--- src/rtl/prim_ram_1p_adapter.sv ---
// Valid/ready host adapter for a single-port 1-cycle-latency RAM with an in-order 3-entry response FIFO.
// Optional post-reset init sweep enabled by defining PRIM_RAM_1P_ADAPTER_INIT_EN.
module prim_ram_1p_adapter #(
    parameter int               Width     = 32,
    parameter int               Depth     = 128,
    parameter int               Aw        = $clog2(Depth),
    parameter logic [Width-1:0] InitValue = '0
) (
    input  logic             clk_i,
    input  logic             rst_i,
    input  logic             req_valid_i,
    output logic             req_ready_o,
    input  logic             req_write_i,
    input  logic [Aw-1:0]    req_addr_i,
    input  logic [Width-1:0] req_wdata_i,
    input  logic [Width-1:0] req_wmask_i,
    output logic             rsp_valid_o,
    input  logic             rsp_ready_i,
    output logic             rsp_write_o,
    output logic [Width-1:0] rsp_rdata_o,
    output logic             ram_req_o,
    output logic             ram_write_o,
    output logic [Aw-1:0]    ram_addr_o,
    output logic [Width-1:0] ram_wdata_o,
    output logic [Width-1:0] ram_wmask_o,
    input  logic             ram_rvalid_i,
    input  logic [Width-1:0] ram_rdata_i,
    output logic             init_done_o,
    output logic             err_o
);

    logic run;
    logic host_issue;
    logic pend_q, pend_wr_q;
    logic err_q, err_d;
    logic pend_read;

    logic [Width:0]   mem_q [3];
    logic [1:0]       wptr_q, wptr_d;
    logic [1:0]       rptr_q, rptr_d;
    logic [1:0]       cnt_q, cnt_d;
    logic             push, pop;
    logic [Width-1:0] push_rdata;
    logic [Width:0]   head;

    function automatic logic [1:0] ptr_inc(input logic [1:0] p);
        return (p == 2'd2) ? 2'd0 : p + 2'd1;
    endfunction

`ifdef PRIM_RAM_1P_ADAPTER_INIT_EN
    typedef enum logic {StInit, StRun} state_e;
    state_e        state_q, state_d;
    logic [Aw-1:0] init_cnt_q, init_cnt_d;

    always_ff @(posedge clk_i or posedge rst_i) begin
        if (rst_i) begin
            state_q    <= StInit;
            init_cnt_q <= '0;
        end else begin
            state_q    <= state_d;
            init_cnt_q <= init_cnt_d;
        end
    end

    always_comb begin
        state_d    = state_q;
        init_cnt_d = init_cnt_q;
        if (state_q == StInit) begin
            init_cnt_d = init_cnt_q + 1'b1;
            if (init_cnt_q == Aw'(Depth - 1)) state_d = StRun;
        end
    end

    assign run = (state_q == StRun);
`else
    assign run = 1'b1;
`endif

    // Credit counts both queued responses and the request still in flight.
    assign req_ready_o = run & (({1'b0, cnt_q} + {2'b00, pend_q}) < 3'd3);
    assign host_issue  = req_valid_i & req_ready_o;
    assign init_done_o = run;

    always_comb begin
        ram_req_o   = host_issue;
        ram_write_o = req_write_i;
        ram_addr_o  = req_addr_i;
        ram_wdata_o = req_wdata_i;
        ram_wmask_o = req_wmask_i;
`ifdef PRIM_RAM_1P_ADAPTER_INIT_EN
        if (state_q == StInit) begin
            ram_req_o   = 1'b1;
            ram_write_o = 1'b1;
            ram_addr_o  = init_cnt_q;
            ram_wdata_o = InitValue;
            ram_wmask_o = '1;
        end
`endif
    end

    assign pend_read = pend_q & ~pend_wr_q;
    assign err_d     = err_q | (pend_read ^ ram_rvalid_i);
    assign err_o     = err_q;

    always_ff @(posedge clk_i or posedge rst_i) begin
        if (rst_i) begin
            pend_q    <= 1'b0;
            pend_wr_q <= 1'b0;
            err_q     <= 1'b0;
        end else begin
            pend_q    <= host_issue;
            pend_wr_q <= req_write_i;
            err_q     <= err_d;
        end
    end

    // Retire stage: the previous cycle's request lands in the FIFO, even if rvalid was missing.
    assign push       = pend_q;
    assign push_rdata = pend_wr_q ? '0 : ram_rdata_i;
    assign pop        = rsp_valid_o & rsp_ready_i;

    always_comb begin
        wptr_d = wptr_q;
        rptr_d = rptr_q;
        cnt_d  = cnt_q;
        if (push) wptr_d = ptr_inc(wptr_q);
        if (pop)  rptr_d = ptr_inc(rptr_q);
        case ({push, pop})
            2'b10:   cnt_d = cnt_q + 2'd1;
            2'b01:   cnt_d = cnt_q - 2'd1;
            default: cnt_d = cnt_q;
        endcase
    end

    always_ff @(posedge clk_i or posedge rst_i) begin
        if (rst_i) begin
            wptr_q <= '0;
            rptr_q <= '0;
            cnt_q  <= '0;
        end else begin
            wptr_q <= wptr_d;
            rptr_q <= rptr_d;
            cnt_q  <= cnt_d;
        end
    end

    always_ff @(posedge clk_i) begin
        if (push) mem_q[wptr_q] <= {pend_wr_q, push_rdata};
    end

    assign head        = mem_q[rptr_q];
    assign rsp_valid_o = (cnt_q != 2'd0);
    assign rsp_write_o = rsp_valid_o & head[Width];
    assign rsp_rdata_o = rsp_valid_o ? head[Width-1:0] : '0;

endmodule

--- config.mk ---
export PLATFORM = sky130hd
export DESIGN_NAME = prim_ram_1p_adapter
export DESIGN_NICKNAME = d
export VERILOG_FILES = /design/src/rtl/prim_ram_1p_adapter.sv
export SDC_FILE = /design/constraint.sdc
export NUM_CORES = 1
export LEC_CHECK = 0
export ABC_CLOCK_PERIOD_IN_PS = 3600
export BUFFER_PORTS_ARGS = -buffer_cell sky130_fd_sc_hd__buf_2
export CORE_MARGIN = 3
export CORE_UTILIZATION = 48
export CTS_CLUSTER_SIZE = 28
export DETAILED_ROUTE_END_ITERATION = 10
export GPL_TIMING_DRIVEN = 0
export HOLD_SLACK_MARGIN = 0.15
export PLACE_DENSITY = 0.84
export SLEW_MARGIN = 20
export SYNTH_ARGS = -nofsm -noshare
export SYNTH_HDL_FRONTEND = slang
export SYNTH_SLANG_ARGS = --single-unit
--- constraint.sdc ---
create_clock -name clk_i -period 3.6 [get_ports clk_i]
set_input_delay 0.72 -clock clk_i [delete_from_list [all_inputs] [get_ports clk_i]]
set_output_delay 0.72 -clock clk_i [all_outputs]
set_load 0.05 [all_outputs]
==> impl_metrics.tcl <==
set metrics [dict create \
    outcome "complete, no violations" \
    rsz0062_at_grt "no" \
    start_kind "flip-flop" \
    drv_cap 0 \
    cts-root-buf "clkbuf_8" \
    holdCritPathClass "primary input to async pin" \
    syn_inst 357 \
    cp_max_fo 10 \
    final.min_clock_period_ps 2722 \
    ys_async_sr_fraction_pct 8.333 \
    drt-wirelength-per-cell_um 17.70 \
    ys.flop_type "edfxtp_1" \
    drc_errors 0 \
    worstSetupPathType "flip-flop to output port" \
    hold_ws_ps 315.5 \
    finalMaxSlewViolations 0 \
    syn_to_final_growth_pct 22.84 \
    ys.warnings.count 0 \
    core_mm2 0.01042 \
    synth_top_area_cell "edfxtp_1" \
    synth.most_common_cell "edfxtp_1" \
    ys_ff_latch 108 \
    final_antenna_net_count 0 \
    synth.yosys.seq_area_share_pct 61.72 \
    setup_viol 0 \
    die_h_um 109.9 \
    cts_setup_buffers 0 \
    worst_pin_slew_ps 639.1 \
    drt-pass1-iter-count 6 \
    clockBufferDepth 2 \
    cts_buffers 9 \
    finalNetCount 632 \
    num_rows 37 \
    insertion_delay_ps 360 \
    cts_resized 0 \
    synth.area.top_cells "edfxtp_1, buf_4, mux2_4, mux2i_1, dfrtp_1" \
    cp.required_ps 2880 \
    dp_cells 645 \
    grt_pass1_vias 3078 \
    worst_ep_arrival_time_ps 2000 \
    yosysUniqueCellTypes 28 \
    slew_headroom_pct 57.29 \
    vias 3207 \
    track_usage_pct 18.47 \
    start_util_pct 49.74 \
    r2r_cells 4 \
    total_power_w 0.005359 \
    cts_max_level 3 \
    place_congestion 0.7245 \
    drt_iter0_markers 165 \
    skew_ps 7.780 \
    hpwl_um 8938 \
    drive_above_1_share_pct 53.82 \
    end_kind "output port" \
    synth_top_cell_area_share_pct 57.38 \
    seqCellArea_mm2 0.003198 \
    die_w_um 109.9 \
    clock.fmax_mhz 367.4 \
    synth_area_mm2 0.005181 \
    synth_common_cells "edfxtp_1, buf_4, nor2_1" \
    avgSynthCellArea_um2 14.51 \
    hold_viol_final 0 \
    layout.cells.non_filler 660 \
    fill_cells 808 \
    hold_buffers 0 \
    tritoncts "built" \
    dieArea_mm2 0.01208 \
    io_pins 219 \
    overflow 0 \
    cts.clk_slew.worst_paths_ps 90 \
    ir_drop_mv 0.6487 \
    antenna_found_initial 0 \
    tns_ps 0 \
    cts.sink_count 108 \
    power.static_leakage_nw 2.769 \
    post-route-period-util_pct 75.60 \
    antennaDiodeCount 0 \
    synth_nets 469 \
    synth-edff-count 99 \
    port_buffers 146 \
    fin_util_pct 61.11 \
    power.density_mw_per_mm2 842.0 \
    via_per_inst 4.859 \
    grt_pass1_wl_um 16220 \
    drt-total-wl_um 11680 \
    grt_max_degree 19 \
    multiInputGateArea_mm2 0.001323 \
]
## per-stage QoR
step	setup slack, ps	area, um2
2_1_floorplan	303.1	5181
3_3_place_gp	-1316	6082
3_5_place_dp	1260	6191
4_1_cts	848.9	6365
5_1_grt	712.7	6365
6_report	878.3	6365
## layout by cell type, fill, tap and decap left out
| cell | instances |
|---|---|
| bufinv_16 | 1 |
| nor3_1 | 1 |
| clkbuf_1 | 8 |
| buf_16 | 2 |
| mux2i_1 | 33 |
| buf_2 | 148 |
| mux2_2 | 6 |
| and2_1 | 1 |
| buf_12 | 2 |
| xor2_1 | 1 |
| nor2b_1 | 32 |
| buf_6 | 2 |
| inv_1 | 4 |
| nor3_2 | 1 |
| xnor2_1 | 2 |
| nor2_1 | 34 |
| mux2_4 | 27 |
| edfxtp_1 | 99 |
| nor2_2 | 1 |
| clkinv_1 | 1 |
| or3_1 | 1 |
| conb_1 | 1 |
| nand3b_1 | 1 |
| buf_8 | 1 |
| nor2_4 | 2 |
| ha_1 | 3 |
| clkbuf_8 | 9 |
| clkinv_2 | 1 |
| nand2_1 | 3 |
| o21ai_0 | 3 |
| nand2b_1 | 1 |
| a21oi_1 | 1 |
| a21o_1 | 3 |
| dfrtp_1 | 9 |
| buf_4 | 79 |
## layout make-up
class | instances | area share [%]
Buffer | 87 | 10.46
Clock buffer | 12 | 2.123
Clock inverter | 3 | 0.6094
Inverter | 4 | 0.2359
Multi-Input combinational cell | 158 | 20.78
Sequential cell | 108 | 50.25
Tap cell | 136 | 2.673
Timing Repair Buffer | 152 | 12.88
## power breakdown
group / switching (W) / internal (W)
combinational: 0.00197 / 0.000927
sequential: 0.0000977 / 0.00169
clock: 0.000362 / 0.000316
total: 0.00243 / 0.00293
## worst max-delay path: stages, from the launching register on
cell and delay, ps:
dfrtp_1 460, nor2_2 340, clkbuf_1 460, nor2_1 140, buf_2 240
## registers in the layout, summed over array words and instances, names as in the netlist
signal     count
mem_q         99
pend_q         1
wptr_q         2
pend_wr_q      1
err_o          1
rptr_q         2
cnt_q          2
## logic make-up after synthesis
| logic type | share of synthesized area, % |
|---|---|
| muxes | 15.50 |
| buffers and inverters | 13.14 |
| and+or+nand+nor | 7.511 |
| adders and majority gates | 0.7245 |
| DFF | 61.72 |
| other | 0.07238 |
| xor gates and xnor gates | 0.5072 |
| AOI/OAI and AO/OA | 0.8208 |
## path summary, 6_finish.rpt
kind	start	to	slack, ps
setup reg to reg	pend_q	mem_q[0][28]	1820
setup / recovery	cnt_q[0]	rsp_rdata_o[29]	880
max in group asynchronous	rst_i	pend_q	3020
hold reg to reg	err_o	err_o	500
min in group clk_i	req_write_i	pend_wr_q	480
hold / removal	rst_i	pend_wr_q	320
## metal layers
layer | up-vias | track usage (%) | wire [um]
met4 | 0 | 6.679 | 142
met3 | 13 | 3.641 | 958
met5 | - | 0 | 0
met2 | 157 | 34.75 | 6469
met1 | 1542 | 20.43 | 4110
li1 | 1495 | - | -
Note: power is estimated with default switching activity, not from simulation.
